**config.mk**
```make
export PLATFORM = sky130hd
export DESIGN_NAME = peripheral_timer_bus_flat
export DESIGN_NICKNAME = d
export VERILOG_FILES = /design/src/rtl/peripheral_timer_bus_if.sv /design/src/rtl/peripheral_timer_bus.sv /design/src/flat_wrapper.sv
export SDC_FILE = /design/constraint.sdc
export NUM_CORES = 1
export LEC_CHECK = 0
export ABC_AREA = 1
export ABC_CLOCK_PERIOD_IN_PS = 7900
export CAP_MARGIN = 15
export CORE_MARGIN = 2
export CORE_UTILIZATION = 59
export DETAILED_ROUTE_END_ITERATION = 10
export GPL_TIMING_DRIVEN = 0
export PLACE_DENSITY = 0.9
export RECOVER_POWER = 25
export SYNTH_ARGS = -nofsm -noshare
export SYNTH_HDL_FRONTEND = slang
export SYNTH_SLANG_ARGS = --single-unit
export TNS_END_PERCENT = 1
```
**constraint.sdc**
```tcl
create_clock -name clk -period 7.9 [get_ports clk]
set_input_delay 0.79 -clock clk [delete_from_list [all_inputs] [get_ports clk]]
set_output_delay 0.79 -clock clk [all_outputs]
set_load 0.02 [all_outputs]
```
**src/rtl/peripheral_timer_bus_if.sv**
```systemverilog
// MEM-stage data-port bundle between the core and the peripheral block.
// Signal names follow the core's existing data-port naming.
interface peripheral_timer_bus_if;
    logic [31:0] iMemAddr;
    logic        iMemRead;
    logic        iMemWrite;
    logic [31:0] iMemWriteData;
    logic [31:0] oMemReadData;

    modport master (
        output iMemAddr, iMemRead, iMemWrite, iMemWriteData,
        input  oMemReadData
    );

    modport slave (
        input  iMemAddr, iMemRead, iMemWrite, iMemWriteData,
        output oMemReadData
    );
endinterface

```
**src/rtl/peripheral_timer_bus.sv**
```systemverilog
// Memory-mapped peripherals on the core data port: reload timer with sticky IRQ,
// LED / 7-segment output registers, synchronised switch input and free-running systick.
module peripheral_timer_bus #(
    parameter logic [31:0] BASE_ADDR = 32'h4000_0000,
    parameter int          LED_W     = 8,
    parameter int          SW_W      = 8
) (
    input  logic                        clk,
    input  logic                        reset,
    peripheral_timer_bus_if.slave       bus,
    output logic                        oInterrupt,
    input  logic [SW_W-1:0]             iSwitch,
    output logic [LED_W-1:0]            oLed,
    output logic [11:0]                 oDigi
);

    localparam logic [2:0] IDX_TH      = 3'd0;
    localparam logic [2:0] IDX_TL      = 3'd1;
    localparam logic [2:0] IDX_TCON    = 3'd2;
    localparam logic [2:0] IDX_LED     = 3'd3;
    localparam logic [2:0] IDX_SWITCH  = 3'd4;
    localparam logic [2:0] IDX_DIGI    = 3'd5;
    localparam logic [2:0] IDX_SYSTICK = 3'd6;

    logic [31:0]      th_q, th_d;
    logic [31:0]      tl_q, tl_d;
    logic [2:0]       tcon_q, tcon_d;
    logic [LED_W-1:0] led_q, led_d;
    logic [11:0]      digi_q, digi_d;
    logic [31:0]      systick_q, systick_d;
    logic [SW_W-1:0]  sw_meta_q, sw_sync_q;

    logic       hit;
    logic [2:0] idx;
    logic       wr_en;
    logic       overflow;
    logic [31:0] rdata;

    assign hit      = (bus.iMemAddr[31:5] == BASE_ADDR[31:5]);
    assign idx      = bus.iMemAddr[4:2];
    assign wr_en    = bus.iMemWrite & hit;
    assign overflow = tcon_q[0] & (tl_q == 32'hFFFF_FFFF);

    always_comb begin
        th_d      = th_q;
        tl_d      = tl_q;
        tcon_d    = tcon_q;
        led_d     = led_q;
        digi_d    = digi_q;
        systick_d = systick_q + 32'd1;

        if (tcon_q[0]) begin
            tl_d = overflow ? th_q : tl_q + 32'd1;
        end
        if (overflow && tcon_q[1]) begin
            tcon_d[2] = 1'b1;
        end

        // CPU writes override the timer update; a TCON write cannot swallow an IRQ it enables
        if (wr_en) begin
            unique case (idx)
                IDX_TH:   th_d   = bus.iMemWriteData;
                IDX_TL:   tl_d   = bus.iMemWriteData;
                IDX_TCON: tcon_d = {bus.iMemWriteData[2] | (overflow & bus.iMemWriteData[1]),
                                    bus.iMemWriteData[1:0]};
                IDX_LED:  led_d  = bus.iMemWriteData[LED_W-1:0];
                IDX_DIGI: digi_d = bus.iMemWriteData[11:0];
                default: ;
            endcase
        end
    end

    always_ff @(posedge clk or posedge reset) begin
        if (reset) begin
            th_q      <= '0;
            tl_q      <= '0;
            tcon_q    <= '0;
            led_q     <= '0;
            digi_q    <= '0;
            systick_q <= '0;
            sw_meta_q <= '0;
            sw_sync_q <= '0;
        end else begin
            th_q      <= th_d;
            tl_q      <= tl_d;
            tcon_q    <= tcon_d;
            led_q     <= led_d;
            digi_q    <= digi_d;
            systick_q <= systick_d;
            sw_meta_q <= iSwitch;
            sw_sync_q <= sw_meta_q;
        end
    end

    always_comb begin
        rdata = '0;
        if (bus.iMemRead && hit) begin
            unique case (idx)
                IDX_TH:      rdata = th_q;
                IDX_TL:      rdata = tl_q;
                IDX_TCON:    rdata[2:0] = tcon_q;
                IDX_LED:     rdata[LED_W-1:0] = led_q;
                IDX_SWITCH:  rdata[SW_W-1:0] = sw_sync_q;
                IDX_DIGI:    rdata[11:0] = digi_q;
                IDX_SYSTICK: rdata = systick_q;
                default:     rdata = '0;
            endcase
        end
    end

    assign bus.oMemReadData = rdata;
    assign oInterrupt       = tcon_q[2];
    assign oLed             = led_q;
    assign oDigi            = digi_q;

endmodule

```
**src/flat_wrapper.sv**
```systemverilog
// flat-port wrapper written by rule: the top's interface ports become plain ports
module peripheral_timer_bus_flat 
#(
    parameter logic [31:0] BASE_ADDR = 32'h4000_0000,
    parameter int          LED_W     = 8,
    parameter int          SW_W      = 8
)
  (clk, reset, oInterrupt, iSwitch, oLed, oDigi, bus_iMemAddr, bus_iMemRead, bus_iMemWrite, bus_iMemWriteData, bus_oMemReadData);
  peripheral_timer_bus_if bus_i ();
  input  logic clk;
  input  logic reset;
  output logic oInterrupt;
  input  logic [SW_W-1:0] iSwitch;
  output logic [LED_W-1:0] oLed;
  output logic [11:0] oDigi;
  input wire logic [$bits(bus_i.iMemAddr)-1:0] bus_iMemAddr;
  input wire logic [$bits(bus_i.iMemRead)-1:0] bus_iMemRead;
  input wire logic [$bits(bus_i.iMemWrite)-1:0] bus_iMemWrite;
  input wire logic [$bits(bus_i.iMemWriteData)-1:0] bus_iMemWriteData;
  output wire logic [$bits(bus_i.oMemReadData)-1:0] bus_oMemReadData;
  assign bus_i.iMemAddr = bus_iMemAddr;
  assign bus_i.iMemRead = bus_iMemRead;
  assign bus_i.iMemWrite = bus_iMemWrite;
  assign bus_i.iMemWriteData = bus_iMemWriteData;
  assign bus_oMemReadData = bus_i.oMemReadData;
  peripheral_timer_bus #(.BASE_ADDR(BASE_ADDR), .LED_W(LED_W), .SW_W(SW_W)) u_core (.clk(clk), .reset(reset), .bus(bus_i), .oInterrupt(oInterrupt), .iSwitch(iSwitch), .oLed(oLed), .oDigi(oDigi));
endmodule
```
Yosys cells after proc, flatten, opt, wreduce, memory -nomap -nowiden
Cells that the tools add are included.
{"block": "classes", "addsub": 2, "n_mul": 0, "n_div": 0, "magnitude_cmp": 0, "n_eq_ne": 8, "n_shift": 0, "muxes": 12, "bitwise": 4, "reduce_logical": 7}
{"operator": "$mux 32", "count": 5}
{"operator": "$add 32x1->32 const B", "count": 2}
{"operator": "$pmux 20 s3", "count": 1}
{"operator": "$eq 32x32->1 const B", "count": 1}
{"operator": "$pmux 5 s6", "count": 1}
{"operator": "$eq 27x26->1 const B", "count": 1}
{"operator": "$pmux 3 s7", "count": 1}
{"operator": "$pmux 4 s4", "count": 1}
{"operator": "$eq 3x3->1 const B", "count": 3}
{"operator": "$reduce_and 2->1", "count": 4}
{"operator": "$eq 3x2->1 const B", "count": 2}
{"operator": "$mux 3", "count": 2}
{"operator": "$and 1x1->1", "count": 3}
{"operator": "$eq 3x1->1 const B", "count": 1}
{"operator": "$logic_not 3->1", "count": 1}
{"operator": "$logic_and 1x1->1", "count": 2}
{"operator": "$mux 1", "count": 1}
{"operator": "$or 1x1->1", "count": 1}
{"block": "word_totals", "ff_bits": 135, "latchBits": 0, "ram_bits": 0, "rom_bits": 0, "inputBits": 76, "output_inout_bits": 53, "memories": 0}

Longest topological paths before layout
Gate-level depths: netlist (run 1).
{"block": "logic_depth", "word_depth": 6, "depth_mapped": 11}

Least setup slack after synthesis (run 1)
No wires, ideal clock.
{"block": "synth_path", "path_type": "input to output", "from": "in bus_iMemAddr[28]", "to": "out bus_oMemReadData[15]", "arrival_ps": 2027, "path_slack_ps": 5083, "cell_stages": 9, "n_path_buf": 0, "path_cell_list": "nor2_1 -> nand2_1 -> nor2_1 -> nand2_1 -> nor2_1 -> nand2_1 -> inv_1 -> nand2_1 -> a31oi_1"}
{"block": "synth_via", "elab_chain_len": 3}
{"item": "start, declared", "line_no": "flat_wrapper.sv:16", "source": "input wire logic [$bits(bus_i.iMemAddr)-1:0] bus_iMemAddr;"}
{"item": "$eq 27x26->1", "line_no": "peripheral_timer_bus.sv:39", "source": "assign hit = (bus.iMemAddr[31:5] == BASE_ADDR[31:5]);"}
{"item": "$logic_and 1x1->1", "line_no": "peripheral_timer_bus.sv:97", "source": "if (bus.iMemRead && hit) begin"}
{"item": "$mux 32", "line_no": "peripheral_timer_bus.sv:97"}
{"item": "end, declared", "line_no": "flat_wrapper.sv:20", "source": "output wire logic [$bits(bus_i.oMemReadData)-1:0] bus_oMemReadData;"}
No other way between the ends.

Final worst setup path (run 1)
{"block": "layout_path", "from": "in bus_iMemAddr[2]", "to": "out bus_oMemReadData[10]"}
{"block": "layout_via", "elab_chain_len": 3}
{"item": "$eq 3x3->1 (tied with other cells)", "line_no": "peripheral_timer_bus.sv:98", "source": "unique case (idx)"}
{"item": "$pmux 4 s4 (*)", "line_no": "peripheral_timer_bus.sv:98"}
{"item": "$mux 32 (*)", "line_no": "peripheral_timer_bus.sv:97"}
Mark *: on every way between the ends. The rest lies on a longest branch, timed or not.

==> summary.md, run 1 <==
| Metric | Value |
|---|---|
| H-Tree Level Count | `4` |
| Io pins | `129` |
| FF-to-FF setup slack | `5.71 ns` |
| Port Buffers | `~130` |
| Crit-path slowest cell | `clkdlybuf4s50_1` |
| Final Hold Viols | `0` |
| Sequential element share of the synthesized area | `between 40% and 50%` |
| Syn Nets | `about 1300` |
| Gpl congestion | `between 1 and 1.5` |
| Largest net degree at the start of global routing | `89` |
| Final ANT Viol Nets | `0` |
| Crit-path max cell delay | `around 0.66 ns` |
| Crit-path cells | `clkdlybuf4s50_1, nand3_1, inv_1, clkbuf_1, nand2_1, a21oi_1, clkdlybuf4s50_1` |
| Final Cell Area | `10240 sq um` |
| Cells after Synth | `~1200` |
| Cell Area, Placed | `approximately 9700 sq um` |
| CP Data Arrival Time | `3.71 ns` |
| TNS Setup | `0 ns` |
| FMAX | `between 200 and 250 MHz` |
| RSZ-0062 raised after global routing | `false` |
| Fillers | `1115` |
| Slew HR | `-53.04%` |
| Maxcap violations | `1` |
| Period utilisation layout | `roughly 57%` |
| Starting DRT DRC Count | `approximately 1100` |
| Rows | `between 40 and 50` |
| Pins Over Slew Limit | `48` |
| Layout cells sized above 1 | `slightly below 5%` |
| Clock sinks | `about 140` |
| Die height | `121.7 um` |
| Status | `finished, violations left` |
| Ys Warns | `0` |
| Hold bufs inserted after CTS | `0` |
| Hpwl dp | `between 20 and 25 mm` |
| Via/cell ratio | `slightly below 6` |
| Crit. Startpoint | `bus_iMemAddr[2]` |
| Nature of the critical path startpoint | `primary input` |
| CTS buffer count | `17` |
| Initial core utilization | `between 50 and 60%` |
| Vias | `about 9000` |
| CP Capture Type | `output port` |
| Diodes inserted | `0` |
| Critical path class | `in -> out` |
| Fin crit period | `between 4 and 5 ns` |
| Leading cell type in the layout, fill and taps excluded | `nand2_1` |
| Clk root buf | `clkbuf_16` |
| Remaining DRCs | `1` |
| Final net count | `1415` |
| Initial antenna violation count | `0` |
| FF+latch count, synth | `about 140` |
| Max IR drop VDD | `about 0.00015 V` |
| Most used cell, CP | `clkdlybuf4s50_1` |
| Most frequent cells in the layout | `nand2_1 (377), nor2_1 (168), inv_1 (141)` |
| Die area | `around 15000 sq um` |
| Final worst clock skew | `between 0.01 and 0.015 ns` |
| Synth Cell Area | `between 8000 and 9000 sq um` |
| Critical-path maximum fanout | `10` |
| Clock-pin slew on the worst setup and hold paths | `0.06 ns` |
| Ys async rst share | `between 90% and 100%` |
| Endpoints failing setup | `0` |
| Req. time, crit path | `7.11 ns` |
| First-pass GRT wire length | `roughly 45 mm` |
| GRT Util Overall | `between 40% and 50%` |
| Core area | `about 14000 sq um` |
| Layout area overhead | `25.29%` |
| Drt pass-1 iters | `11` |
| Number of global-route vias before repair | `8674` |
| Clock buffer depth | `2` |
| Worst-Margin Slew | `between 2 and 2.5 ns` |
| GRT overflow | `0` |
| CTS tree | `done` |
| Drt wl/cell | `between 15 and 20 um` |
| Post-CTS Setup Inserts | `0` |
| Post_cts resized | `0` |
| Clk_lat worst skew | `between 0.4 and 0.5 ns` |
| Syn avg cell area | `between 6 and 7 sq um` |
| Hold crit path type | `reg -> reg` |
| Power per cell area | `approximately 150 nW/um^2` |
| DRT Wirelength | `approximately 29 mm` |
| Hold_sp | `u_core.sw_meta_q[6]` |
| Failing checks | `design-rule violations, max-capacitance violations, max-slew violations` |
| Static Leakage | `roughly 5.3 nW` |
| Total chip power | `about 0.0016 W` |
| Number of synthesized flops with an enable pin | `0` |
| Unique masters post-synth | `39` |
| Main synth FF type | `dfrtp_1` |
| Die width | `around 120 um` |
| R2R Path Start | `u_core.systick_q[1]` |
through the flow:
stage,std cells,utilization [%],hold WS (ns),worst slack [ns]
global placement,1497,70.41,0.3334,1.647
detailed placement,1498,70.64,0.3347,3.546
floorplan,1191,-,0.3312,3.499
finish,1530,74.64,0.3480,3.398
global route,1530,74.64,0.3535,3.303
CTS,1530,74.77,0.3494,3.526
registers in the layout, summed over array words and instances, names as in the netlist:
name and flops:
u_core.oDigi 12, u_core.oLed 8, u_core.sw_meta_q 8, u_core.sw_sync_q 8, u_core.systick_q 32, u_core.tcon_q 3
u_core.th_q 32, u_core.tl_q 32
per-layer routing:
layer	global-route usage, %	wire length [um]	vias to the layer above
met5	0	0	-
met4	18.61	1153	0
li1	-	-	4082
met2	63.45	13340	565
met1	55.19	11380	4235
met3	8.661	3181	102
critical path: cells and delay by family:
family	cells	cell delay, ns
buffers and inverters	4	2.16
and+or+nand+nor	2	0.45
AOI/OAI and AO/OA	1	0.30
where the power goes:
group	internal, W	switching [W]
Combinational	0.0000406	0.0000511
Sequential	0.000696	0.00000110
Clock	0.000439	0.000342
layout make-up:
class	instances	area, sq um	share of cell area [%]
buffer	45	219.0	2.138
clock buffer	17	425.4	4.154
sequential	135	3378	32.99
inverter	146	549.3	5.364
multi-input combinational	865	4013	39.19
timing repair buffer	127	1289	12.59
clock inverter	15	141.4	1.381
tap	180	225.2	2.199
logic make-up (layout without fill, tap and decap cells):
kind of cell | after synthesis | after routing | synth area share (%)
AO/OA/AOI/OAI | 128 | 128 | 8.987
buffers and inverters | 191 | 350 | 9.384
AND/OR/NAND/NOR | 696 | 696 | 35.81
adder cells (fa/ha/maj) | 2 | 2 | 0.3061
flip-flops | 135 | 135 | 41.33
XOR/XNOR | 39 | 39 | 4.179
synth_stat cells (13+ instances only):
cell type	count	area [sq um]
o21ai_0	13	65.06
nand3_1	84	420.4
a21oi_1	45	225.2
inv_1	142	533.0
nor2_1	166	623.1
clkbuf_1	23	86.33
buf_2	13	65.06
xor2_1	33	289.0
dfrtp_1	135	3378
nand2_1	377	1415
nand4_1	35	219.0
nor3_1	13	65.06
o21ai_1	32	160.2
final timing paths:
kind | to | cells past startpoint
setup / recovery | bus_oMemReadData[10] | 7
setup reg to reg | u_core.systick_q[30] | 9
min in group asynchronous | u_core.systick_q[7] | 2
hold / removal | u_core.sw_sync_q[6] | 0
max in group asynchronous | u_core.th_q[17] | 3
hold reg to reg | u_core.sw_sync_q[6] | 0
Note: power is estimated with default switching activity, not from simulation.
==> run 2, diff against run 1 <==
--- a/config.mk
+++ b/config.mk
@@ -6,13 +6,13 @@
 export NUM_CORES = 1
 export LEC_CHECK = 0
 export ABC_AREA = 1
-export ABC_CLOCK_PERIOD_IN_PS = 7900
+export ABC_CLOCK_PERIOD_IN_PS = 4700
 export CAP_MARGIN = 15
 export CORE_MARGIN = 2
-export CORE_UTILIZATION = 59
+export CORE_UTILIZATION = 55
 export DETAILED_ROUTE_END_ITERATION = 10
 export GPL_TIMING_DRIVEN = 0
-export PLACE_DENSITY = 0.9
+export PLACE_DENSITY = 0.84
 export RECOVER_POWER = 25
 export SYNTH_ARGS = -nofsm -noshare
 export SYNTH_HDL_FRONTEND = slang
==> constraint.sdc (replaced) <==
create_clock -name clk -period 4.7 [get_ports clk]
set_input_delay 0.47 -clock clk [delete_from_list [all_inputs] [get_ports clk]]
set_output_delay 0.47 -clock clk [all_outputs]
set_load 0.02 [all_outputs]
==> summary.md, run 2 (synthesis gave the netlist of run 1 again) <==
| Metric | Value |
|---|---|
| Diodes inserted | `0 (unchanged)` |
| Leading cell type in the layout, fill and taps excluded | `nand2_1 (unchanged)` |
| FF-to-FF End | `u_core.tl_q[13] (was u_core.systick_q[30])` |
| CP Capture Type | `output port (unchanged)` |
| Most frequent cells in the layout | `nand2_1 (377), nor2_1 (166), inv_1 (141) (was nand2_1 (377), nor2_1 (168), inv_1 (141))` |
| Critical-path maximum fanout | `10 (unchanged)` |
| Critical path class | `in -> out (unchanged)` |
| GRT Util Overall | `36.52% (was 40.82%)` |
| RSZ-0062 raised after global routing | `false (unchanged)` |
| FF-to-FF setup slack | `2.57 ns (was 5.71 ns)` |
| Clock buffer depth | `2 (unchanged)` |
| Clock sinks | `135 (unchanged)` |
| Starting DRT DRC Count | `1062 (was 1098)` |
| Die width | `125.9 um (was 121.7 um)` |
| Endpoints failing setup | `0 (unchanged)` |
| Layout cells sized above 1 | `5.037% (was 4.815%)` |
| Maxcap violations | `1 (unchanged)` |
| GRT overflow | `0 (unchanged)` |
| CP Data Arrival Time | `3.42 ns (was 3.71 ns)` |
| CP Depth | `7 (unchanged)` |
| Net Sw Frac | `25.85% (was 25.14%)` |
| Nature of the critical path startpoint | `primary input (unchanged)` |
| Cell Int Power | `0.001988 W (was 0.001175 W)` |
| R2R Path Start | `u_core.tl_q[0] (was u_core.systick_q[1])` |
| CTS tree | `done (unchanged)` |
| Crit-path slowest cell | `clkdlybuf4s50_1 (unchanged)` |
| Biggest regs | `u_core.systick_q x32, u_core.th_q x32, u_core.tl_q x32 (unchanged)` |
| DRT Wirelength | `28.80 mm (was 29.06 mm)` |
| Static Leakage | `5.275 nW (was 5.260 nW)` |
| Io pins | `129 (unchanged)` |
| Status | `finished, violations left (unchanged)` |
| Drt wl/cell | `18.77 um (was 18.99 um)` |
| Final Hold Viols | `0 (unchanged)` |
| Final Core Density | `70.69% (was 74.64%)` |
| Clk pwr share | `50.6% (was 49.8%)` |
| Number of global-route vias before repair | `8402 (was 8674)` |
| Fillers | `1256 (was 1115)` |
| Clk root buf | `clkbuf_16 (unchanged)` |
| Gpl congestion | `0.9937 (was 1.031)` |
| Die area | `15850 sq um (was 14810 sq um)` |
| Hold depth | `0 (unchanged)` |
| Die height | `125.9 um (was 121.7 um)` |
| Crit-path max cell delay | `0.67 ns (was 0.66 ns)` |
| Slew HR | `-82.89% (was -53.04%)` |
| Largest net degree at the start of global routing | `78 (was 89)` |
| Crit-path cells | `clkdlybuf4s50_1, nand3_1, clkinv_1, clkbuf_1, nand2_1, a31oi_1, clkdlybuf4s50_1 (was clkdlybuf4s50_1, nand3_1, inv_1, clkbuf_1, nand2_1, a21oi_1, clkdlybuf4s50_1)` |
| Failing checks | `max-capacitance violations, max-slew violations (was design-rule violations, max-capacitance violations, max-slew violations)` |
| Drt pass-1 iters | `7 (was 11)` |
| Fin crit period | `3.891 ns` |
| Crit path capture | `bus_oMemReadData[15] (was bus_oMemReadData[10])` |
| Remaining DRCs | `0 (was 1)` |
| Initial core utilization | `56.23% (was 59.57%)` |
| Most used cell, CP | `clkdlybuf4s50_1 (unchanged)` |
| H-Tree Level Count | `4 (unchanged)` |
| Dpl ws | `0.9866 ns (was 3.546 ns)` |
| Rows | `44 (was 43)` |
| Crit. Startpoint | `bus_iMemAddr[4] (was bus_iMemAddr[2])` |
| Period utilisation layout | `between 80% and 90%` |
| Req. time, crit path | `4.23 ns (was 7.11 ns)` |
| Hold crit path type | `reg -> reg (unchanged)` |
| Final ANT Viol Nets | `0 (unchanged)` |
| Clk_lat worst skew | `0.44 ns (was 0.43 ns)` |
| Hpwl dp | `21.09 mm (was 21.45 mm)` |
| Power per cell area | `260.9 nW/um^2 (was 153.3 nW/um^2)` |
| Post_cts resized | `0 (unchanged)` |
| Initial antenna violation count | `0 (unchanged)` |
| Vias | `8875 (was 8984)` |
| Worst-Margin Slew | `2.728 ns (was 2.283 ns)` |
| Seq pwr share | `43.7% (was 44.4%)` |
| Post-route worst setup slack | `0.8085 ns (was 3.398 ns)` |
| Layout area overhead | `25.70% (was 25.29%)` |
| CP top delay family | `buffers and inverters (unchanged)` |
| Final net count | `1415 (unchanged)` |
| Core area | `14530 sq um (was 13720 sq um)` |
| Port Buffers | `126 (unchanged)` |
| First-pass GRT wire length | `44.53 mm (was 45.49 mm)` |
| Combinational group share of total power | `5.8% (about the same)` |
| CTS buffer count | `17 (unchanged)` |
| Via/cell ratio | `5.786 (was 5.872)` |
| Final worst clock skew | `0.01397 ns (was 0.01082 ns)` |
| Hold bufs inserted after CTS | `0 (unchanged)` |
| FMAX | `~260 MHz` |
| Pins Over Slew Limit | `59 (was 48)` |
| Reg area | `3378 sq um (unchanged)` |
| WP buf/inv | `4 (unchanged)` |
| R2R cell count | `10 (was 9)` |
| Sw power | `0.0006929 W (was 0.0003945 W)` |
| Multi-input logic area | `4028 sq um (was 4013 sq um)` |
| Max IR drop VDD | `0.0002694 V (was 0.0001481 V)` |
| Post-CTS Setup Inserts | `0 (unchanged)` |
| Clock-pin slew on the worst setup and hold paths | `0.06 ns (about the same)` |
## run 2: cell types whose count changed in the layout (fill, tap and decap cells not counted)
cell | before | now
clkinv_4 | 0 | 1
nand3_1 | 85 | 84
nand3_2 | 1 | 2
inv_8 | 1 | 2
clkinvlp_4 | 5 | 2
inv_6 | 6 | 9
nor2_1 | 168 | 166
nor2_2 | 4 | 5
nor2_4 | 2 | 3
clkinv_2 | 2 | 0
## run 2: worst reg2reg max path: cells and delay by family (launching register included)
family,cells,cell delay [ns]
simple gates,9,1.39
flops,1,0.42
fa+ha+maj,1,0.20
## run 2: through the flow
step	instances	setup TNS (ns)	hold slack [ns]	area, sq um	total power (W)
2_1_floorplan	1191	0	0.3312	8173	0.001245
3_3_place_gp	1501	-171.14	0.3336	9664	0.001341
3_5_place_dp	1502	0	0.3363	9697	0.001346
4_1_cts	1534	0	0.3487	10280	0.002676
5_1_grt	1534	0	0.3554	10270	0.002736
6_report	1534	0	0.3455	10270	0.002680
## run 2: power by group through the flow
stage / Clock [W] / Sequential (W) / Combinational, W
after floorplan: 0 / 0.00119 / 0.0000535
final: 0.00135 / 0.00117 / 0.000155
after CTS: 0.00135 / 0.00117 / 0.000155
after global placement: 0 / 0.00119 / 0.000149
after detailed placement: 0 / 0.00119 / 0.000154
after global routing: 0.00140 / 0.00117 / 0.000167
## run 2: per-layer routing
metal	GRT usage [%]	part of all wire, %
met1	50.72	40
met2	55.31	44
met3	9.601	12
met4	13.64	3.1
met5	0	0
## run 2: how the worst min path moves through the flow
stage / from / end
after floorplan: u_core.sw_meta_q[0] / u_core.sw_sync_q[0]
after global placement: u_core.sw_meta_q[0] / u_core.sw_sync_q[0]
after detailed placement: u_core.sw_meta_q[1] / u_core.sw_sync_q[1]
after CTS: u_core.sw_meta_q[0] / u_core.sw_sync_q[0]
after global routing: u_core.sw_meta_q[0] / u_core.sw_sync_q[0]
final: u_core.sw_meta_q[0] / u_core.sw_sync_q[0]
## run 2: final cells by class
cell class / instances / share of cell area [%]
plain buffers: 45 / 2.131
flip-flops and latches: 135 / 32.88
clock inverters: 15 / 1.510
clock buffers: 17 / 4.141
well taps: 184 / 2.241
inverters: 146 / 5.346
multi-input cells: 865 / 39.20
repair buffers: 127 / 12.54
